===== config.mk =====
export PLATFORM = sky130hd
export DESIGN_NAME = seq_pattern_tx
export DESIGN_NICKNAME = d
export VERILOG_FILES = /design/src/rtl/seq_pattern_pkg.sv /design/src/rtl/seq_pattern_tx_shifter.sv /design/src/rtl/seq_pattern_tx.sv
export SDC_FILE = /design/constraint.sdc
export NUM_CORES = 1
export LEC_CHECK = 0
export BUFFER_PORTS_ARGS = -buffer_cell sky130_fd_sc_hd__buf_2
export CORE_UTILIZATION = 55
export DETAILED_ROUTE_END_ITERATION = 12
export PLACE_DENSITY = 0.77
export SLEW_MARGIN = 20
export SYNTH_ARGS = -nofsm -noshare
export SYNTH_HDL_FRONTEND = slang
export SYNTH_SLANG_ARGS = --single-unit
export TNS_END_PERCENT = 100

===== constraint.sdc =====
create_clock -name clk -period 2.59 [get_ports clk]
set_input_delay 0.518 -clock clk [delete_from_list [all_inputs] [get_ports clk]]
set_output_delay 0.518 -clock clk [all_outputs]
set_load 0.01 [all_outputs]

===== src/rtl/seq_pattern_pkg.sv =====
// Shared constants for the serial pattern transmitter and its detector-side users.
package seq_pattern_pkg;

  typedef enum logic [2:0] {
    ST_IDLE  = 3'b001,
    ST_SHIFT = 3'b010,
    ST_GAP   = 3'b100
  } state_e;

  localparam logic       IDLE_LEVEL_DFLT = 1'b1;
  localparam logic [7:0] PAT_0101        = 8'b0101_0101;

endpackage


===== src/rtl/seq_pattern_tx_shifter.sv =====
// Load/shift register for one frame: presents the next serial bit and flags the last bit.
module tx_shifter #(
  parameter int W = 8
) (
  input  logic         clk,
  input  logic         rst,
  input  logic         load_i,
  input  logic         shift_i,
  input  logic [W-1:0] load_val_i,
  output logic         next_bit_o,
  output logic         last_bit_o
);

  localparam int CW = (W > 1) ? $clog2(W) : 1;

  // Only the bits still to be sent are kept; the MSB leaves on the load edge.
  logic [W-2:0] sr_q;
  logic [CW-1:0] cnt_q;

  always_ff @(posedge clk or posedge rst) begin
    if (rst) begin
      sr_q  <= '0;
      cnt_q <= '0;
    end else if (load_i) begin
      sr_q  <= load_val_i[W-2:0];
      cnt_q <= CW'(W - 1);
    end else if (shift_i) begin
      sr_q  <= sr_q << 1;
      cnt_q <= cnt_q - CW'(1);
    end
  end

  assign next_bit_o = load_i ? load_val_i[W-1] : sr_q[W-2];
  assign last_bit_o = (cnt_q == '0);

endmodule


===== src/rtl/seq_pattern_tx.sv =====
// Serial pattern transmitter: sends a captured pattern MSB-first, rpt+1 times, with optional idle gaps.
module seq_pattern_tx
  import seq_pattern_pkg::*;
#(
  parameter int   W          = 8,
  parameter logic IDLE_LEVEL = IDLE_LEVEL_DFLT,
  parameter int   RPT_W      = 8,
  parameter int   GAP_W      = 4
) (
  input  logic             clk,
  input  logic             rst,
  input  logic             start_i,
  input  logic             abort_i,
  input  logic [W-1:0]     pattern_i,
  input  logic [RPT_W-1:0] rpt_i,
  input  logic [GAP_W-1:0] gap_i,
  output logic             dout_o,
  output logic             dout_valid_o,
  output logic             busy_o,
  output logic             done_o,
  output logic [RPT_W-1:0] frame_idx_o
);

  state_e state_q, state_d;
  logic [W-1:0]     pat_q, pat_d;
  logic [RPT_W-1:0] frames_left_q, frames_left_d;
  logic [RPT_W-1:0] frame_idx_q, frame_idx_d;
  logic [GAP_W-1:0] gap_q, gap_d, gapcnt_q, gapcnt_d;
  logic dout_q, dout_d, valid_q, valid_d, busy_q, busy_d, done_q, done_d;
  logic load, shift, sh_bit, last_bit;
  logic [W-1:0] load_val;

  tx_shifter #(.W(W)) u_shifter (
    .clk        (clk),
    .rst        (rst),
    .load_i     (load),
    .shift_i    (shift),
    .load_val_i (load_val),
    .next_bit_o (sh_bit),
    .last_bit_o (last_bit)
  );

  always_ff @(posedge clk or posedge rst) begin
    if (rst) begin
      state_q       <= ST_IDLE;
      pat_q         <= '0;
      frames_left_q <= '0;
      frame_idx_q   <= '0;
      gap_q         <= '0;
      gapcnt_q      <= '0;
      dout_q        <= IDLE_LEVEL;
      valid_q       <= 1'b0;
      busy_q        <= 1'b0;
      done_q        <= 1'b0;
    end else begin
      state_q       <= state_d;
      pat_q         <= pat_d;
      frames_left_q <= frames_left_d;
      frame_idx_q   <= frame_idx_d;
      gap_q         <= gap_d;
      gapcnt_q      <= gapcnt_d;
      dout_q        <= dout_d;
      valid_q       <= valid_d;
      busy_q        <= busy_d;
      done_q        <= done_d;
    end
  end

  always_comb begin
    state_d = ST_IDLE;
    case (state_q)
      ST_IDLE:  state_d = start_i ? ST_SHIFT : ST_IDLE;
      ST_SHIFT: begin
        if (abort_i)                    state_d = ST_IDLE;
        else if (!last_bit)             state_d = ST_SHIFT;
        else if (frames_left_q == '0)   state_d = ST_IDLE;
        else if (gap_q == '0)           state_d = ST_SHIFT;
        else                            state_d = ST_GAP;
      end
      ST_GAP: begin
        if (abort_i)                    state_d = ST_IDLE;
        else if (gapcnt_q == '0)        state_d = ST_SHIFT;
        else                            state_d = ST_GAP;
      end
      default:                          state_d = ST_IDLE;
    endcase
  end

  // Datapath and registered-output next values; anything not driven falls back to idle.
  always_comb begin
    dout_d        = IDLE_LEVEL;
    valid_d       = 1'b0;
    busy_d        = 1'b0;
    done_d        = 1'b0;
    pat_d         = pat_q;
    frames_left_d = frames_left_q;
    frame_idx_d   = frame_idx_q;
    gap_d         = gap_q;
    gapcnt_d      = gapcnt_q;
    load          = 1'b0;
    shift         = 1'b0;
    load_val      = pat_q;
    case (state_q)
      ST_IDLE: begin
        if (start_i) begin
          pat_d         = pattern_i;
          frames_left_d = rpt_i;
          gap_d         = gap_i;
          frame_idx_d   = '0;
          load_val      = pattern_i;
          load          = 1'b1;
          dout_d        = sh_bit;
          valid_d       = 1'b1;
          busy_d        = 1'b1;
        end
      end
      ST_SHIFT: begin
        if (abort_i) begin
          frame_idx_d = '0;
        end else if (!last_bit) begin
          shift   = 1'b1;
          dout_d  = sh_bit;
          valid_d = 1'b1;
          busy_d  = 1'b1;
        end else if (frames_left_q == '0) begin
          done_d      = 1'b1;
          frame_idx_d = '0;
        end else if (gap_q == '0) begin
          load          = 1'b1;
          dout_d        = sh_bit;
          valid_d       = 1'b1;
          busy_d        = 1'b1;
          frames_left_d = frames_left_q - RPT_W'(1);
          frame_idx_d   = frame_idx_q + RPT_W'(1);
        end else begin
          busy_d   = 1'b1;
          gapcnt_d = gap_q - GAP_W'(1);
        end
      end
      ST_GAP: begin
        if (abort_i) begin
          frame_idx_d = '0;
        end else if (gapcnt_q == '0) begin
          load          = 1'b1;
          dout_d        = sh_bit;
          valid_d       = 1'b1;
          busy_d        = 1'b1;
          frames_left_d = frames_left_q - RPT_W'(1);
          frame_idx_d   = frame_idx_q + RPT_W'(1);
        end else begin
          busy_d   = 1'b1;
          gapcnt_d = gapcnt_q - GAP_W'(1);
        end
      end
      default: begin
        frame_idx_d = '0;
      end
    endcase
  end

  assign dout_o       = dout_q;
  assign dout_valid_o = valid_q;
  assign busy_o       = busy_q;
  assign done_o       = done_q;
  assign frame_idx_o  = frame_idx_q;

endmodule


== Yosys cells after proc, flatten, opt, wreduce, memory -nomap -nowiden ==
Cells that the tools add are included.
Widths: inputs -> output; s select.
Word-level totals
  flip-flop bits (word level): 49
  bits of input ports: 24
  output and inout bits: 12
Operators by class
  $add $sub $neg: 5
  equal/unequal tests: 15
  mux-type cells: 69
  reduce and logical (&&, ||, !) cells: 11
Operator list (number)
  $mux 8: 16
  $pmux 8 s3: 2
  $mux 1: 28
  $mux 3: 8
  $mux 4: 6
  $ne 2x2->1 const B: 9
  $mux 7: 2
  $pmux 1 s3: 4
  $pmux 3 s3: 1
  $add 8x1->8 const B: 1
  $logic_not 4->1: 2
  $logic_not 8->1: 1
  $pmux 4 s2: 1
  $reduce_and 8->1: 1
  $sub 4x1->4 const B: 2
  $sub 8x1->8 const B: 1
  $reduce_and 7->1: 1
  $ne 3x3->1 const B: 2
  $ne 4x4->1 const B: 1
  $reduce_and 4->1: 1
  $reduce_bool 2->1: 2
  $eq 3x1->1 const B: 1
  $eq 3x2->1 const B: 1
  $eq 3x3->1 const B: 1
  5 further kinds: 5

== Depth between registers and ports, before layout ==
  word-level depth: 12
  depth in mapped cells: 10

== Cells and area by module ==
From an unflattened synthesis, not the netlist that was laid out.
Second synthesis, totals
  cell total of the unflattened synthesis: 253
  area, all modules: 2627.5 µm²
By module, submodules not included
  seq_pattern_tx: instances 1, cells each 204, area each 2120.8 µm², seq. area each 953.4 µm²
  tx_shifter: instances 1, cells each 49, area each 506.7 µm², seq. area each 250.2 µm²

== Least setup slack after synthesis ==
OpenSTA, ideal clock, no wires.
  path kind: register to register
  start point: register frames_left_q[0]
  end point: register u_shifter.sr_q[0]
  data arrival time: 2.035 ns
  data required time: 2.471 ns
  slack: 0.437 ns
  cell stages (with the launch flop): 11
  path buffers: 3
  cell sequence: dfrtp_1 > inv_1 > ha_1 > or3b_1 > clkbuf_2 > o2111a_2 > nor3_4 > buf_6 > buf_12 > nand2_1 > o21a_1
Between the ends
  longest elaborated chain between the ends: 6
  elaborated cells between the ends (all ways): 7
RTL lines
  start, declared: line seq_pattern_tx.sv:26  | logic [RPT_W-1:0] frames_left_q, frames_left_d;
  start signal, assigned: line seq_pattern_tx.sv:58  | frames_left_q <= frames_left_d;
  $logic_not 8->1 (*): line seq_pattern_tx.sv:125  | end else if (frames_left_q == '0) begin
  $mux 1 (*): line seq_pattern_tx.sv:125
  $mux 1 (*): line seq_pattern_tx.sv:120  | end else if (!last_bit) begin
  $mux 1 (*): line seq_pattern_tx.sv:118  | if (abort_i) begin
  $pmux 1 s3 (*): line seq_pattern_tx.sv:103  | case (state_q)
  $mux 7 or $reduce_bool 2->1 (tied branches)
  end signal, assigned: line seq_pattern_tx_shifter.sv:25  | sr_q <= load_val_i[W-2:0];
  end signal, assigned: line seq_pattern_tx_shifter.sv:28  | sr_q <= sr_q << 1;
  end, declared: line seq_pattern_tx_shifter.sv:17  | logic [W-2:0] sr_q;
Mark *: on every way between the ends. The rest lies on a longest branch, timed or not.
A chain may end at the register's enable or synchronous reset.

== Worst setup path in the final report ==
  start point: register frames_left_q[0]
  end point: register frame_idx_q[5] (netlist: frame_idx_o[5])
Between the ends
  longest elaborated chain between the ends: 5
  elaborated cells between the ends (all ways): 7
RTL lines
  $logic_not 8->1 (*): line seq_pattern_tx.sv:125
  $mux 8: line seq_pattern_tx.sv:125
  $mux 8: line seq_pattern_tx.sv:120
  $mux 8: line seq_pattern_tx.sv:118
  $pmux 8 s3: line seq_pattern_tx.sv:103
  end signal, assigned: line seq_pattern_tx.sv:59  | frame_idx_q <= frame_idx_d;
  end, declared: line seq_pattern_tx.sv:27  | logic [RPT_W-1:0] frame_idx_q, frame_idx_d;
Mark *: on every way between the ends. The rest lies on a longest branch, timed or not. The select of a mux whose other input is x is not followed.

==> qor.yml <==
outcome:
  outcome: "finished clean"
drt:
  drt-total-wl_um: 4810
  initialDrtViolationCount: 116
  vias_per_cell: 5.77
  ant_nets: 0
  wire_per_inst_um: 14.0
  vias: 1979
  drc_errors: 0
  dr.pass1.iters: 4
yosys:
  synth.ff_latch_count: 48
  synth_fp_nets: 275
  syn_avg_cell_area_um2: 10.3
  yosys.area.top_type: "dfrtp_1"
  synth.distinct_cells: 60
  yosysWarnings: 0
  yosys.area.top_type_share: 0.453
  synthFlopType: "dfrtp_1"
  synth_edf_count: 0
  async_flop_share: 1.00
  syn_area_mm2: 0.00254
  post-synth-top-count-cell: "dfrtp_1"
  synth_common_cells: "dfrtp_1 (46), nand2_1 (22), nor2_1 (19)"
  synth_seq_area_share: 0.473
  netlist_top_cells_area: "dfrtp_1 (45%), mux2_2 (5.8%), o21ai_0 (3.3%)"
  netlist_instances: 246
clocking:
  clockBufferDepth: 2
  cts_max_level: 2
  insertion_delay_ns: 0.31
  cts_buffers: 5
  cts_hold_buf: 0
  cts-resized-gates: 0
  cts_sinks: 48
  cts_tree: "yes"
  clk_pin_slew_ns: 0.10
  root_buffer: "clkbuf_8"
  post-cts-setup-buffers: 0
sta:
  finalSetupViolCount: 0
  period_share: 0.897
  final.setup.tns_ns: 0
  rsz0062_at_grt: "false"
  hold_ws_ns: 0.182
  skew_ns: 0.0127
  drv_slew: 0
  hold_viol: 0
  layout_min_cycle_time_ns: 2.32
  relSlewSlack: 0.578
  fmax_ghz: 0.430
  worst_slew_pin_slew_ns: 0.633
critical_path:
  reg2reg_depth: 8
  max_stage_delay_ns: 0.41
  cp_slowest_cell: "dfrtp_1"
  reg2reg_to: "frame_idx_o[5]$_DFFE_PP0P_"
  critPathKind: "reg2reg"
  setup.worst_path.end_class: "register"
  r2r_slack_ns: 0.27
  rr_startpoint: "frames_left_q[0]$_DFFE_PP0P_"
  path_max_fanout: 8
  crit_chain: "inv_1 -> ha_1 -> or3b_1 -> buf_4 -> o21ai_4 -> o2111ai_2 -> nand2b_1 -> o31ai_1"
  startpoint_type: "register"
  worstPathRequired_ns: 2.80
  cp.arrival_ns: 2.54
floorplan:
  fp.dieW_um: 70.0
  initial_utilization: 0.580
  fp.coreArea_mm2: 0.00438
  num_io_pins: 36
  fp.dieH_um: 70.0
  die_area_mm2: 0.00490
  num_rows: 24
global_routing:
  grt_pass1_vias: 1908
  grt-ovfl-total: 0
  grt_pass1_wl_um: 8450
  antenna_found_initial: 0
  grt_use_total: 0.216
  grt_max_degree: 23
layout:
  fin_util: 0.665
  synthToLayoutAreaGrowth_pct: 14.7
  nets: 319
  fillCellCount: 374
  final_cells: 343
  drive_gt1_frac: 0.309
  diodes: 0
power_and_ir_drop:
  comb_power_share: 0.380
  p_int_mw: 1.89
  vdd_drop_max_mv: 0.673
  p_switching_mw: 1.07
  p_seq_frac: 0.431
  switching_share: 0.361
  clkPwrFrac: 0.189
  power_leakage_nw: 1.31
  powerDensity_mw_per_mm2: 1020
placement:
  placed_cells: 335
  dp_hpwl_um: 3560
  io_buffer_count: 35
  gp_congestion: 0.831
job:
  drv_cap: 0
hold_path:
  hold_class: "in2async"
==> cells in the final DEF, fill, tap and decap left out, types with 5 or more instances in the layout <==
master,instances
dfrtp_1,46
ha_1,5
buf_4,12
nor2_1,19
nand2_1,22
a21oi_1,15
nand2b_1,6
nor2b_1,5
inv_1,9
mux2_2,13
buf_2,35
o21ai_0,17
clkbuf_8,5
==> metal layers <==
layer / part of all wire / global-route usage / wire length, um / up-vias
met4: 0.0092 / 0.0533 / 44 / 0
met1: 0.48 / 0.284 / 2300 / 957
met3: 0.034 / 0.0476 / 164 / 5
met5: 0 / 0 / 0 / -
li1: - / - / - / 987
met2: 0.48 / 0.365 / 2300 / 30
==> sequential cells by signal, indices dropped and copies added, names as in the netlist <==
register and count:
pat_q 8, gapcnt_q 4, gap_q 4, state_q 3, u_shifter.sr_q 7, frames_left_q 8, u_shifter.cnt_q 3, frame_idx_o 8
dout_o 1, done_o 1, busy_o 1
==> worst max-delay path by stage <==
stage / startpoint / to / cells after the start
final: frames_left_q[0]$_DFFE_PP0P_ / frame_idx_o[5]$_DFFE_PP0P_ / 8
after global routing: frames_left_q[0]$_DFFE_PP0P_ / frame_idx_o[3]$_DFFE_PP0P_ / 8
after CTS: frames_left_q[0]$_DFFE_PP0P_ / frame_idx_o[5]$_DFFE_PP0P_ / 8
after detailed placement: frames_left_q[0]$_DFFE_PP0P_ / frame_idx_o[5]$_DFFE_PP0P_ / 8
after global placement: frames_left_q[0]$_DFFE_PP0P_ / frame_idx_o[3]$_DFFE_PP0P_ / 8
after floorplan: frames_left_q[0]$_DFFE_PP0P_ / u_shifter.sr_q[0]$_DFFE_PP0P_ / 10
==> through the flow <==
stage | worst slack, ns | total power, mW | area (um2)
4_1_cts | 0.255 | 2.99 | 2920
3_3_place_gp | 0.358 | 2.39 | 2800
2_1_floorplan | 0.437 | 2.17 | 2540
6_report | 0.266 | 2.96 | 2920
3_5_place_dp | 0.286 | 2.42 | 2800
5_1_grt | 0.0643 | 3.19 | 2920
==> cells by family (layout without fill, tap and decap cells) <==
logic type / count (synthesis) / count (layout) / synth area share
AO/OA/AOI/OAI: 70 / 70 / 0.190
adder cells (fa/ha/maj): 5 / 5 / 0.0246
buffers and inverters: 20 / 65 / 0.0433
flip-flops: 48 / 48 / 0.473
multiplexers: 17 / 17 / 0.0733
AND/OR/NAND/NOR: 86 / 86 / 0.195
==> layout make-up <==
cell class | count | area (um2) | share of cell area
repair buffers | 47 | 265 | 0.0910
clock buffers | 5 | 68.8 | 0.0236
inverters | 10 | 37.5 | 0.0129
flip-flops and latches | 48 | 1200 | 0.413
multi-input cells | 178 | 1230 | 0.421
clock inverters | 3 | 46.3 | 0.0159
well taps | 52 | 65.1 | 0.0223
==> critical path, delay by kind of cell, from the launching register on <==
kind	cells	cell delay [ns]
buffers and inverters	2	0.26
AND/OR/NAND/NOR	2	0.65
AO/OA/AOI/OAI	3	0.73
flip-flops	1	0.41
adder cells (fa/ha/maj)	1	0.18
==> power by group through the flow <==
stage / clock network [mW] / logic, mW / registers (mW)
2_1_floorplan: 0 / 0.943 / 1.23
3_3_place_gp: 0 / 1.11 / 1.28
3_5_place_dp: 0 / 1.13 / 1.29
4_1_cts: 0.573 / 1.14 / 1.28
5_1_grt: 0.594 / 1.27 / 1.33
6_report: 0.560 / 1.13 / 1.28
Note: power is estimated with default switching activity, not from simulation.
